## src/rtl/fft_bin_streamer.sv

```systemverilog
`default_nettype none
// ============================================================================
// fft_bin_streamer : double-buffered parallel-to-serial FFT bin streamer
// Revision 1.0 - initial release
// ============================================================================
module fft_bin_streamer #(
    parameter int N           = 32,
    parameter int W           = 8,
    parameter int BIT_REVERSE = 0
) (
    input  logic                 clk1,
    input  logic                 rst,
    input  logic                 frame_valid,
    output logic                 frame_ready,
    input  logic [N*W-1:0]       Xk_vect_real,
    input  logic [N*W-1:0]       Xk_vect_imag,
    output logic                 bin_valid,
    input  logic                 bin_ready,
    output logic [W-1:0]         bin_real,
    output logic [W-1:0]         bin_imag,
    output logic [$clog2(N)-1:0] bin_idx,
    output logic                 bin_last
);

    localparam int               LOG2N         = $clog2(N);
    localparam logic [LOG2N-1:0] FIRST_BEAT    = '0;
    localparam logic [LOG2N-1:0] LAST_BEAT     = LOG2N'(N - 1);
    localparam logic             FIRST_IS_LAST = (N == 1);

    typedef enum logic [0:0] {
        IDLE   = 1'b0,
        STREAM = 1'b1
    } state_t;

    state_t           state_q;
    logic [N*W-1:0]   act_re_q;
    logic [N*W-1:0]   act_im_q;
    logic [N*W-1:0]   pend_re_q;
    logic [N*W-1:0]   pend_im_q;
    logic             pend_full_q;
    logic [LOG2N-1:0] beat_q;
    logic [LOG2N-1:0] beat_d;
    logic             valid_q;
    logic             last_q;
    logic [W-1:0]     real_q;
    logic [W-1:0]     imag_q;
    logic             w_frame_hs;
    logic             w_beat_hs;

    function automatic logic [LOG2N-1:0] lane_of(input logic [LOG2N-1:0] beat);
        logic [LOG2N-1:0] rev;
        for (int b = 0; b < LOG2N; b++) begin
            rev[b] = beat[LOG2N-1-b];
        end
        return (BIT_REVERSE != 0) ? rev : beat;
    endfunction

    // Lane 0 sits in the most significant W bits of the vector.
    function automatic logic [W-1:0] pick(input logic [N*W-1:0] vec,
                                          input logic [LOG2N-1:0] beat);
        return vec[(N - 1 - int'(lane_of(beat))) * W +: W];
    endfunction

    assign frame_ready = rst & ~pend_full_q;
    assign w_frame_hs  = frame_valid & frame_ready;
    assign w_beat_hs   = valid_q & bin_ready;
    assign beat_d      = beat_q + LOG2N'(1);

    always_ff @(posedge clk1) begin
        if (!rst) begin
            state_q     <= IDLE;
            pend_full_q <= 1'b0;
            beat_q      <= '0;
            valid_q     <= 1'b0;
            last_q      <= 1'b0;
            real_q      <= '0;
            imag_q      <= '0;
        end else begin
            case (state_q)
                IDLE: begin
                    if (w_frame_hs) begin
                        act_re_q <= Xk_vect_real;
                        act_im_q <= Xk_vect_imag;
                        state_q  <= STREAM;
                        valid_q  <= 1'b1;
                        beat_q   <= FIRST_BEAT;
                        last_q   <= FIRST_IS_LAST;
                        real_q   <= pick(Xk_vect_real, FIRST_BEAT);
                        imag_q   <= pick(Xk_vect_imag, FIRST_BEAT);
                    end
                end
                STREAM: begin
                    if (w_frame_hs && !(w_beat_hs && last_q)) begin
                        pend_re_q   <= Xk_vect_real;
                        pend_im_q   <= Xk_vect_imag;
                        pend_full_q <= 1'b1;
                    end
                    if (w_beat_hs) begin
                        if (!last_q) begin
                            beat_q <= beat_d;
                            last_q <= (beat_d == LAST_BEAT);
                            real_q <= pick(act_re_q, beat_d);
                            imag_q <= pick(act_im_q, beat_d);
                        end else if (pend_full_q) begin
                            act_re_q    <= pend_re_q;
                            act_im_q    <= pend_im_q;
                            pend_full_q <= 1'b0;
                            beat_q      <= FIRST_BEAT;
                            last_q      <= FIRST_IS_LAST;
                            real_q      <= pick(pend_re_q, FIRST_BEAT);
                            imag_q      <= pick(pend_im_q, FIRST_BEAT);
                        end else if (w_frame_hs) begin
                            // Frame offered on the last beat with nothing pending: chain it directly.
                            act_re_q <= Xk_vect_real;
                            act_im_q <= Xk_vect_imag;
                            beat_q   <= FIRST_BEAT;
                            last_q   <= FIRST_IS_LAST;
                            real_q   <= pick(Xk_vect_real, FIRST_BEAT);
                            imag_q   <= pick(Xk_vect_imag, FIRST_BEAT);
                        end else begin
                            state_q <= IDLE;
                            valid_q <= 1'b0;
                            beat_q  <= FIRST_BEAT;
                            last_q  <= 1'b0;
                        end
                    end
                end
                default: state_q <= IDLE;
            endcase
        end
    end

    assign bin_valid = valid_q;
    assign bin_real  = real_q;
    assign bin_imag  = imag_q;
    assign bin_idx   = beat_q;
    assign bin_last  = last_q;

endmodule
`default_nettype wire

```

## config.mk

```make
export PLATFORM = sky130hd
export DESIGN_NAME = fft_bin_streamer
export DESIGN_NICKNAME = d
export VERILOG_FILES = /design/src/rtl/fft_bin_streamer.sv
export SDC_FILE = /design/constraint.sdc
export NUM_CORES = 2
export LEC_CHECK = 0
export ABC_AREA = 0
export CORE_ASPECT_RATIO = 2
export CORE_MARGIN = 2
export CORE_UTILIZATION = 27
export CTS_CLUSTER_SIZE = 14
export DETAILED_ROUTE_END_ITERATION = 12
export DONT_BUFFER_PORTS = 1
export PLACE_DENSITY = 0.46
export SKIP_LAST_GASP = 1
export SYNTH_ARGS = -nofsm -noshare
export SYNTH_HDL_FRONTEND = slang
export SYNTH_SLANG_ARGS = --single-unit
```

## constraint.sdc

```tcl
create_clock -name clk1 -period 36.4 [get_ports clk1]
set_input_delay 7.28 -clock clk1 [delete_from_list [all_inputs] [get_ports clk1]]
set_output_delay 7.28 -clock clk1 [all_outputs]
set_load 0.005 [all_outputs]
```

==> out/qor.yml <==
cts:
  cts_setup_buffers: 0
  cts-root-buf: "clkbuf_16"
  cts_resized: 0
  insertion_delay_ns: 0.72
  hold_buffers: 0
  tritoncts: "yes"
  clk_pin_slew_ns: 0.07
  cts_buffers: 102
  clk_path_buf_depth: 3
  clkSinkCount: 1049
  htreeDepth: 3
global_route:
  grt_pass1_wl_microns: 222400
  grt_pass1_vias: 30120
  grt_overflow_total: 0
  antenna_found_initial: 20
  grt_max_degree: 154
  grt_use_total: 0.1722
synthesis:
  synth_area_sq_mm: 0.04654
  synth_warnings: 0
  synth_xor_area_frac: 0.001075
  yosysSeqAreaShare: 0.6714
  netlist_instances: 3899
  synth_area_leaders: "edfxtp_1, nand2_1, a31oi_1"
  ys_async_sr_fraction: 0
  netlist.area_leader.share: 0.6607
  synth-compound-area-share: 0.08586
  synth_mux_area_frac: 0.06689
  synth.net_count: 4417
  synth-main-ff-cell: "edfxtp_1"
  ys_seq_elements: 1049
  avgSynthCellArea_sq_um: 11.94
  synth_top_family_by_area: "simple AND/OR/NAND/NOR gates"
  synth-simple-area-share: 0.1461
  synth_adder_area_share: 0.0005377
  ys_types: 47
  synth-edff-count: 1024
  yosysTopAreaCell: "edfxtp_1"
status:
  status: "finished clean"
timing:
  maxSlewHeadroom: 0.2661
  fin_crit_sh: 0.4076
  fin_crit_ns: 14.84
  fmax_mhz: 67.40
  rsz0062_at_grt: "no"
  clock_skew_ns: 0.04190
  finalSetupTns_ns: 0
  hold_viol: 0
  tightest_slew_ns: 1.101
  slew_viol_final: 0
  setup_viol: 0
routing:
  finalWirelength_microns: 155200
  drtIter0Drc: 2543
  drc: 0
  wl_per_cell_microns: 25.22
  viasPerCell: 4.905
  num_vias: 30179
  ant_nets: 0
  dr.pass1.iters: 5
setup_path:
  cp_slowest_cell: "nor2b_1"
  path_cells: "nor2b_1"
  required_ns: 29.12
  r2r_cells: 8
  cp_top_family: "simple AND/OR/NAND/NOR gates"
  reg2reg_to: "act_im_q[63]"
  timing.rr.start: "pend_full_q"
  critPathKind: "primary input to output port"
  startpoint_type: "primary input"
  worstPathMaxFanout: 29
  endpoint_kind: "output port"
  r2r_setup_slack_ns: 30.20
  critical_path_buf_inv_count: 0
  max_stage_delay_ns: 0.28
  arrival_ns: 7.56
layout:
  fin_area_sq_mm: 0.05206
  stdcell_count: 6153
  fillCellCount: 17567
  final_layout_size_suffix_gt1_frac: 0.09152
  fin_util: 0.3038
  area_growth_syn_to_layout_pct: 11.86
  nets: 4291
power_and_ir_drop:
  switching_share: 0.2448
  switchingPower_uw: 683.5
  pwr-share-clk: 0.395
  p_seq_frac: 0.527
  power_density_mw_per_mm2: 53.63
  p_leak_uw: 0.01760
  power_uw: 2792
  ir_worst_vdd_uv: 40.68
  p_int_uw: 2108
  combPwrFrac: 0.078
die:
  io_pins: 540
  die-area_sq_mm: 0.1759
  core_area_sq_mm: 0.1714
  initial_core_util: 0.2716
  die_h_microns: 591.2
  die_w_microns: 297.6
  rows: 215
min_path:
  hold_path.class: "flop to flop"
  min_to: "act_im_q[251]"
  hp-start: "pend_im_q[251]"
  min_path_cells: 2
placed_design:
  gp_congestion: 0.7809
  dp_hpwl_microns: 104800
  placed_area_sq_mm: 0.04869
  port_buffers: 0
  placed_cells: 5947
job:
  drv_cap: 0
==> flip-flops by register name, indices dropped and copies added (netlist names) <==
name,flops
bin_last,1
pend_full_q,1
act_im_q,256
bin_imag,8
bin_real,8
pend_im_q,256
state_q,1
bin_valid,1
bin_idx,5
act_re_q,256
pend_re_q,256
==> worst max path at each step <==
| stage | startpoint | depth (start not counted) | to | slack [ns] |
|---|---|---|---|---|
| finish | rst | 1 | frame_ready | 21.56 |
| global route | rst | 1 | frame_ready | 21.53 |
| CTS | rst | 1 | frame_ready | 21.56 |
| detailed placement | rst | 1 | frame_ready | 21.56 |
| global placement | rst | 1 | frame_ready | 21.56 |
| floorplan | rst | 6 | pend_im_q[0] | 2.13 |
==> placed cells by master, fill, tap and decap left out, types with 3 or more instances in the layout <==
cell,synthesis,routed
a211o_1,8,8
a211oi_1,7,7
a21boi_0,3,3
a21o_1,3,3
a21oi_1,43,42
a22oi_1,5,5
a31oi_1,516,516
and2_1,15,15
buf_12,0,4
buf_4,11,54
bufinv_16,0,10
clkbuf_1,141,18
clkbuf_16,0,103
clkbuf_8,0,3
clkinv_1,0,20
clkinv_2,0,17
clkinvlp_4,0,4
dfxtp_1,25,23
diode_2,0,18
edfxtp_1,1024,1024
inv_1,3,3
inv_6,0,7
mux2i_1,23,22
mux4_2,128,128
nand2_1,1154,1152
nand3_1,35,35
nand4_1,14,14
nor2_1,518,518
nor2b_1,7,7
nor3_1,3,3
o211ai_1,7,7
o21ai_0,40,40
o22a_1,4,4
==> cells by family (layout without fill, tap and decap cells) <==
| kind of cell | after synthesis | count (layout) |
|---|---|---|
| xor gates and xnor gates | 4 | 4 |
| buffers and inverters | 291 | 249 |
| other | 0 | 18 |
| DFF | 1049 | 1049 |
| and+or+nand+nor | 1759 | 1759 |
| adders and majority gates | 2 | 2 |
| AOI/OAI and AO/OA | 643 | 643 |
| muxes | 151 | 151 |
==> synth_stat cells, types with 4 or more instances <==
master,count
and2_1,15
a21oi_1,43
o211ai_1,7
nand3_1,35
edfxtp_1,1024
o22a_1,4
clkbuf_1,141
buf_2,115
o21ai_0,40
nor2_1,518
mux4_2,128
buf_1,17
nor2b_1,7
a31oi_1,516
nand2_1,1154
buf_4,11
mux2i_1,23
a211o_1,8
dfxtp_1,25
a22oi_1,5
a211oi_1,7
nand4_1,14
buf_6,4
==> per-stage QoR <==
| stage | setup slack (ns) | hold slack, ns |
|---|---|---|
| 6_report | 21.56 | 0.5630 |
| 3_5_place_dp | 21.56 | 0.5488 |
| 3_3_place_gp | 21.56 | 0.5327 |
| 5_1_grt | 21.53 | 0.5983 |
| 2_1_floorplan | 2.130 | 0.5093 |
| 4_1_cts | 21.56 | 0.5650 |
==> power groups by stage <==
stage	combinational, uW	clock (uW)	sequential, uW
after floorplan	156	0	1520
after global placement	224	0	1500
after detailed placement	226	0	1500
after CTS	227	1130	1470
after global routing	245	1170	1480
final	219	1100	1470
==> area by class of cell <==
class	count	area (sq um)	area share
Tap cell	2278	2850	0.05475
Inverter	3	11.26	0.0002163
Clock buffer	124	2686	0.05160
Clock inverter	64	641.9	0.01233
Antenna cell	18	45.04	0.0008652
Timing Repair Buffer	58	485.5	0.009325
Multi-Input combinational cell	2559	14080	0.2705
Sequential cell	1049	31260	0.6004
==> per-layer routing <==
layer / global-route usage / routed length, microns / up-vias
met4: 0.04684 / 3389 / 8
met1: 0.2038 / 60990 / 15122
met5: 0 / 60 / -
met3: 0.06451 / 14100 / 155
li1: - / - / 14046
met2: 0.2922 / 76620 / 848
Power figures use the tool's default switching activity.
